### config.mk
export PLATFORM = sky130hd
export DESIGN_NAME = output_display_driver
export DESIGN_NICKNAME = d
export VERILOG_FILES = /design/src/rtl/output_display_driver.sv
export SDC_FILE = /design/constraint.sdc
export NUM_CORES = 1
export LEC_CHECK = 0
export ABC_AREA = 1
export CAP_MARGIN = 20
export CORE_MARGIN = 1.5
export CORE_UTILIZATION = 49
export CTS_CLUSTER_DIAMETER = 50
export DETAILED_ROUTE_END_ITERATION = 10
export DONT_BUFFER_PORTS = 1
export MAX_ROUTING_LAYER = met4
export PLACE_DENSITY_LB_ADDON = 0.2
export SYNTH_ARGS = -nofsm -noshare
export SYNTH_HDL_FRONTEND = slang
export SYNTH_SLANG_ARGS = --single-unit
### constraint.sdc
create_clock -name clk -period 7.1 [get_ports clk]
set_clock_uncertainty 0.15 [all_clocks]
set_input_delay 0.355 -clock clk [delete_from_list [all_inputs] [get_ports clk]]
set_output_delay 0.355 -clock clk [all_outputs]
set_load 0.02 [all_outputs]
### src/rtl/output_display_driver.sv
// output_display_driver: double-buffered 32-bit word shown on 8 multiplexed seven-segment digits, address on LEDs
module output_display_driver #(
  parameter int SCAN_DIV     = 50000,
  parameter bit BLANK_LZ     = 1'b1,
  parameter int FLASH_FRAMES = 16
) (
  input  logic        clk,
  input  logic        rst_n,
  input  logic [31:0] data_in,
  input  logic [4:0]  addr_in,
  input  logic        data_valid,
  output logic        data_ready,
  output logic [7:0]  an_n,
  output logic [6:0]  seg_n,
  output logic        dp_n,
  output logic [4:0]  led
);
  localparam int TW = $clog2(SCAN_DIV);
  localparam int FW = $clog2(FLASH_FRAMES + 1);
  localparam logic [15:0][6:0] HEX = {7'h0E, 7'h06, 7'h21, 7'h46, 7'h03, 7'h08, 7'h10, 7'h00,
                                      7'h78, 7'h02, 7'h12, 7'h19, 7'h30, 7'h24, 7'h79, 7'h40};
  logic [TW-1:0] tick_q, tick_d;
  logic [2:0]    digit_q, digit_d;
  logic          pend_full_q, pend_full_d;
  logic [31:0]   pend_word_q, pend_word_d, disp_word_q, disp_word_d;
  logic [4:0]    pend_addr_q, pend_addr_d, disp_addr_q, disp_addr_d;
  logic [FW-1:0] flash_q, flash_d;
  logic [7:0]    an_n_q, an_n_d;
  logic [6:0]    seg_n_q, seg_n_d;
  logic          dp_n_q, dp_n_d;
  logic [4:0]    led_q, led_d;
  logic          tick, frame, commit, accept, blank;
  logic [3:0]    nib;
  always_comb begin
    tick        = tick_q == TW'(SCAN_DIV - 1);
    frame       = tick && digit_q == 3'd7;
    commit      = frame && pend_full_q;
    accept      = data_valid && !pend_full_q;
    tick_d      = tick ? '0 : tick_q + 1'b1;
    digit_d     = tick ? digit_q + 3'd1 : digit_q;
    pend_full_d = accept ? 1'b1 : commit ? 1'b0 : pend_full_q;
    pend_word_d = accept ? data_in : pend_word_q;
    pend_addr_d = accept ? addr_in : pend_addr_q;
    disp_word_d = commit ? pend_word_q : disp_word_q;
    disp_addr_d = commit ? pend_addr_q : disp_addr_q;
    flash_d     = commit ? FW'(FLASH_FRAMES) : (frame && flash_q != '0) ? flash_q - 1'b1 : flash_q;
    // leading-zero test: everything at and above this digit is zero
    nib         = disp_word_q[{digit_q, 2'b00} +: 4];
    blank       = BLANK_LZ && digit_q != 3'd0 && (disp_word_q >> {digit_q, 2'b00}) == 32'd0;
    an_n_d      = blank ? 8'hFF : ~(8'd1 << digit_q);
    seg_n_d     = blank ? 7'h7F : HEX[nib];
    dp_n_d      = !(digit_q == 3'd0 && flash_q != '0);
    led_d       = disp_addr_q;
  end
  always_ff @(posedge clk or negedge rst_n) begin
    if (!rst_n) begin
      tick_q      <= '0;
      digit_q     <= '0;
      pend_full_q <= 1'b0;
      pend_word_q <= '0;
      pend_addr_q <= '0;
      disp_word_q <= '0;
      disp_addr_q <= '0;
      flash_q     <= '0;
      an_n_q      <= 8'hFF;
      seg_n_q     <= 7'h7F;
      dp_n_q      <= 1'b1;
      led_q       <= '0;
    end else begin
      tick_q      <= tick_d;
      digit_q     <= digit_d;
      pend_full_q <= pend_full_d;
      pend_word_q <= pend_word_d;
      pend_addr_q <= pend_addr_d;
      disp_word_q <= disp_word_d;
      disp_addr_q <= disp_addr_d;
      flash_q     <= flash_d;
      an_n_q      <= an_n_d;
      seg_n_q     <= seg_n_d;
      dp_n_q      <= dp_n_d;
      led_q       <= led_d;
    end
  end
  assign data_ready = ~pend_full_q;
  assign an_n       = an_n_q;
  assign seg_n      = seg_n_q;
  assign dp_n       = dp_n_q;
  assign led        = led_q;
endmodule

# After elaboration in Yosys (flattened, before gate mapping)
# Memories as Yosys holds them, arrays and structs flattened.
# Cells that the tools add are included.
[totals] output_inout_bits=22 romBits=112 elab_cells=46 in_bits=40 regBits=120 memories=1
[memory_table] name="(no name shown)" depth=16 word_bits=7 read_ports=1 rd_ports_with_merged_regs=0 write_ports=0 line_no="51" text="seg_n_d = blank ? 7'h7F : HEX[nib];"
[op_classes] eq_ne=2 n_bitwise=2 n_mux=8 order_cmp=1 reduce_logical=14 shifts=3 n_addsub=3
[op_table] operator="$logic_not A32 Y1" n=1
[op_table] operator="$shiftx A32 B6 Y4" n=1
[op_table] operator="$shr A32 B5 Y32" n=1
[op_table] operator="$add A16 B1 Y16 const B" n=1
[op_table] operator="$eq A16 B16 Y1 const B" n=1
[op_table] operator="$mux W16" n=1
[op_table] operator="$mux W7" n=2
[op_table] operator="$mux W5" n=2
[op_table] operator="$mux W8" n=1
[op_table] operator="$not A8 Y8" n=1
[op_table] operator="$shl A1 B3 Y8 const A" n=1
[op_table] operator="$logic_and A1 B1 Y1" n=6
[op_table] operator="$lt A4 B5 Y1 const B" n=1
[op_table] operator="$reduce_bool A5 Y1" n=1
[op_table] operator="$sub A5 B1 Y5 const B" n=1
[op_table] operator="$reduce_bool A2 Y1" n=2
[op_table] operator="$add A3 B1 Y3 const B" n=1
[op_table] operator="$eq A3 B3 Y1 const B" n=1
[op_table] operator="$logic_not A3 Y1" n=1
[op_table] operator="$reduce_bool A3 Y1" n=1
[op_table] operator="$logic_not A1 Y1" n=2
[op_table] operator="$mux W1" n=2
[op_table] operator="$not A1 Y1" n=1

# Depth between registers and ports, before layout
[depth] depth_word=5 depth_mapped=17 mapped_depth_nobuf=15

# Worst setup path after synthesis
# No wires, ideal clock.
[synth_path] path_type="reg2reg" from="register digit_q[1]" to="register seg_n_q[1], in the netlist seg_n[1]" required_time_ps=6890 slack_ps=4709 arrival_ps=2180 synth_period_minus_slack_ps=2391 path_stages_with_launch=17 n_path_buf=3 setup_time_ps=60 path_cell_list="dfrtp_1 inv_2 buf_2 buf_2 nand3_1 nand2_1 o21ai_1 inv_1 ha_1 nand2_1 o21bai_1 inv_1 nand3_1 nor2_2 nand3_2 buf_6 nand2_1"
[synth_via] elab_chain_cells=4 elab_cells_between_ends=8 classes_between="shift (2); mux (2); reduce/logical (3); memory (1)"
[synth_rtl] element="start: declaration" line_no="23" text="logic [2:0] digit_q, digit_d;"
[synth_rtl] element="start signal: assignment" line_no="71" text="digit_q <= digit_d;"
[synth_rtl] element="$shiftx A32 B6 Y4 or $shr A32 B5 Y32 (tied branches)" line_no="48, 49"
[synth_rtl] element="$mem_v2 Z16 W7 or $logic_not A32 Y1 (tied branches)"
[synth_rtl] element="$mux W7 (not written as such) or $logic_and A1 B1 Y1 (tied branches)" line_no="51, 49"
[synth_rtl] element="$mux W7 (*)" line_no="51"
[synth_rtl] element="net seg_n_d[1]" line_no="29" text="logic [6:0] seg_n_q, seg_n_d;"
[synth_rtl] element="end signal: assignment" line_no="79" text="seg_n_q <= seg_n_d;"
[synth_rtl] element="end: declaration" line_no="29"
# The timed path passes the listed nets; every way through them passes the cells marked *. The select of a mux whose other input is x is not followed.
# A chain may end at the register's enable or synchronous reset.

# Final worst setup path
[layout_path] from="register digit_q[0]" to="register seg_n_q[0], in the netlist seg_n[0]"
# Same word-level chain as after synthesis.

==> metrics.cfg <==
[logic_synthesis]
ys_ff_latch=120
ys_warn_count=0
ys_types=27
syn_inst=696
synth_nets=751
synth.avg_cell_area_sq_um=8.24
seq_area_frac_synth_pct=52.7
syn_area_sq_um=5740

[layout]
final_cells=888
final_cell_mix=208 x nand2_1, 104 x dfrtp_1, 79 x inv_1
drive_gt1_share_pct=10.2
final_util_pct=60.4
layout_commonest_cell=nand2_1
final_area_sq_um=6890
fillCellCount=1007
nNetsFinal=788
antenna_cells=0
synthToLayoutAreaGrowth_pct=20.2

[die]
fp.dieW_microns=111
design.die.area_sq_um=12400
io_pins=62
initial_utilization_pct=50.2
rows=39
die_y_microns=111
core_sq_um=11400

[detailed_routing]
drc_errors=0
wl_mm=12.2
drt-pass1-iter-count=7
first_iter_violations=318
vias_per_cell=5.12
routed-via-count=4543
wl_per_cell_microns=13.7
route.antenna.remaining_nets=0

[worst_setup_path]
path_max_fanout=34
reg2regPathDepth=14
endpoint_kind=register
r2r_slack_ns=3.52
cp-start-kind=register
arrival_ns=3.78
critical_path_required_ns=7.31
path_class=reg2reg

[timing]
setup_tns_ns=0
max_freq_ghz=0.280
period_share_pct=50.4
drv_slew=0
max_slew.worst_pin.slew_ns=0.990
setup_viol=0
relSlewSlack_pct=34.0
rsz0062_at_grt=false
fin_crit_ns=3.58
hold_viol_final=0

[global_route]
grt-ovfl-total=0
grt_pass1_wl_mm=20.9
grt_pass1_vias=4428
grt_use_total_pct=22.1
antenna_found_initial=0
grt_max_degree=121

[pwr]
peakVddDrop_uv=293
combPwrFrac_pct=1.9
pwr-share-seq_pct=41.4
power.leakage_nw=3.53
p_sw_share_pct=19.6
internal_power_mw=1.33
pwr-share-clk_pct=56.7
p_sw_uw=325
power_density_nw_per_um2=240

[cts]
clkSlewWorstSetupHoldPaths_ns=0.06
cts_tree=yes
root_buffer=clkbuf_16
h-tree-depth=4
clockBufferDepth=2
ctsResizeCount=0
clock_latency_ns=0.43
cts_setup_buffers=0
numCtsBuffers=17
cts_num_sinks=120
ctsHoldBuffers=39

[placement]
port-buffer-count=0
dp.cells=816
placed_cell_area_sq_um=5810
hpwl_mm=7.81
gp_congestion=0.913

[outcome]
outcome=completed

[hold_path]
hold_depth=0
hp-class=reg2reg

[flow_run]
maxCapViolCount=0

[layout make-up]
type | count | area (sq um) | share of cell area, %
Sequential cell | 120 | 3020 | 43.9
Clock inverter | 11 | 196 | 2.85
Clock buffer | 20 | 447 | 6.48
Timing Repair Buffer | 42 | 447 | 6.48
Multi-Input combinational cell | 471 | 2300 | 33.3
Tap cell | 143 | 179 | 2.60
Inverter | 81 | 304 | 4.41
[critical path, stage by stage (launching register included)]
cell and delay (ns):
dfrtp_1 0.99, inv_2 0.46, nand2_1 0.19, nand3_1 0.11, nand3_1 0.11, o21ai_1 0.19
inv_1 0.18, ha_1 0.22, nand2_1 0.07, o21bai_1 0.15, inv_1 0.07, nand3_1 0.08
nor2_2 0.15, nand3_2 0.25, nand2_1 0.15
[logic make-up after synthesis]
group	count (synthesis)	synth area share, %
adder cells (fa/ha/maj)	15	3.27
multiplexers	17	3.34
AND/OR/NAND/NOR	346	24.6
AO/OA/AOI/OAI	86	7.61
flip-flops	120	52.7
XOR/XNOR	7	1.07
buffers and inverters	105	7.39
[registers in the layout (all words and copies together), names as in the netlist]
| register | cells |
|---|---|
| pend_word_q | 32 |
| disp_word_q | 32 |
| pend_full_q | 1 |
| pend_addr_q | 5 |
| an_n | 8 |
| flash_q | 5 |
| dp_n | 1 |
| digit_q | 3 |
| disp_addr_q | 5 |
| seg_n | 7 |
| tick_q | 16 |
| led | 5 |
[power groups by stage]
stage	Clock, mW	Sequential (mW)	Combinational [mW]
floorplan	0	0.697	0.000167
global placement	0	0.697	0.000167
detailed placement	0	0.697	0.000167
CTS	0.951	0.685	0.0320
global route	0.981	0.685	0.0354
finish	0.939	0.685	0.0313
[final timing paths]
check                               startpoint              end
worst max register to register      digit_q[0]         seg_n[0]
worst min register to register  disp_addr_q[4]           led[4]
max in group asynchronous                rst_n  disp_word_q[26]
min in group asynchronous                rst_n       tick_q[11]
worst max-delay path                digit_q[0]         seg_n[0]
worst min-delay path            disp_addr_q[4]           led[4]
[stage by stage]
stage / total power [mW] / worst slack, ns / hold WS [ns]
finish: 1.66 / 3.52 / 0.224
global route: 1.70 / 3.11 / 0.236
CTS: 1.67 / 3.54 / 0.227
detailed placement: 0.697 / 3.59 / -0.0870
global placement: 0.697 / 3.79 / -0.0876
floorplan: 0.697 / 4.71 / -0.0906
[metal layers]
layer  track usage [%]  wire length, microns  up-vias
met5                 -                     0        -
met4              8.61                   217        0
met3              6.34                   521       23
met2              33.5                  5760      111
met1              28.2                  5680     2139
li1                  -                     -     2270
[cell usage after synthesis (all sizes together)]
| cell | count | area share (%) |
|---|---|---|
| a21oi | 25 | 2.2 |
| a31oi | 1 | 0.11 |
| buf | 12 | 1.3 |
| clkbuf | 12 | 0.79 |
| dfrtp | 104 | 45 |
| dfstp | 16 | 7.3 |
| ha | 15 | 3.3 |
| inv | 81 | 5.3 |
| mux2 | 17 | 3.3 |
| nand2 | 212 | 14 |
| nand3 | 51 | 4.5 |
| nand3b | 3 | 0.39 |
| nand4 | 5 | 0.55 |
| nor2 | 70 | 4.6 |
| nor3 | 5 | 0.52 |
| o211ai | 1 | 0.13 |
| o21ai | 58 | 5.1 |
| o21bai | 1 | 0.13 |
| xor2 | 7 | 1.1 |
(Power assumes the default switching activity.)
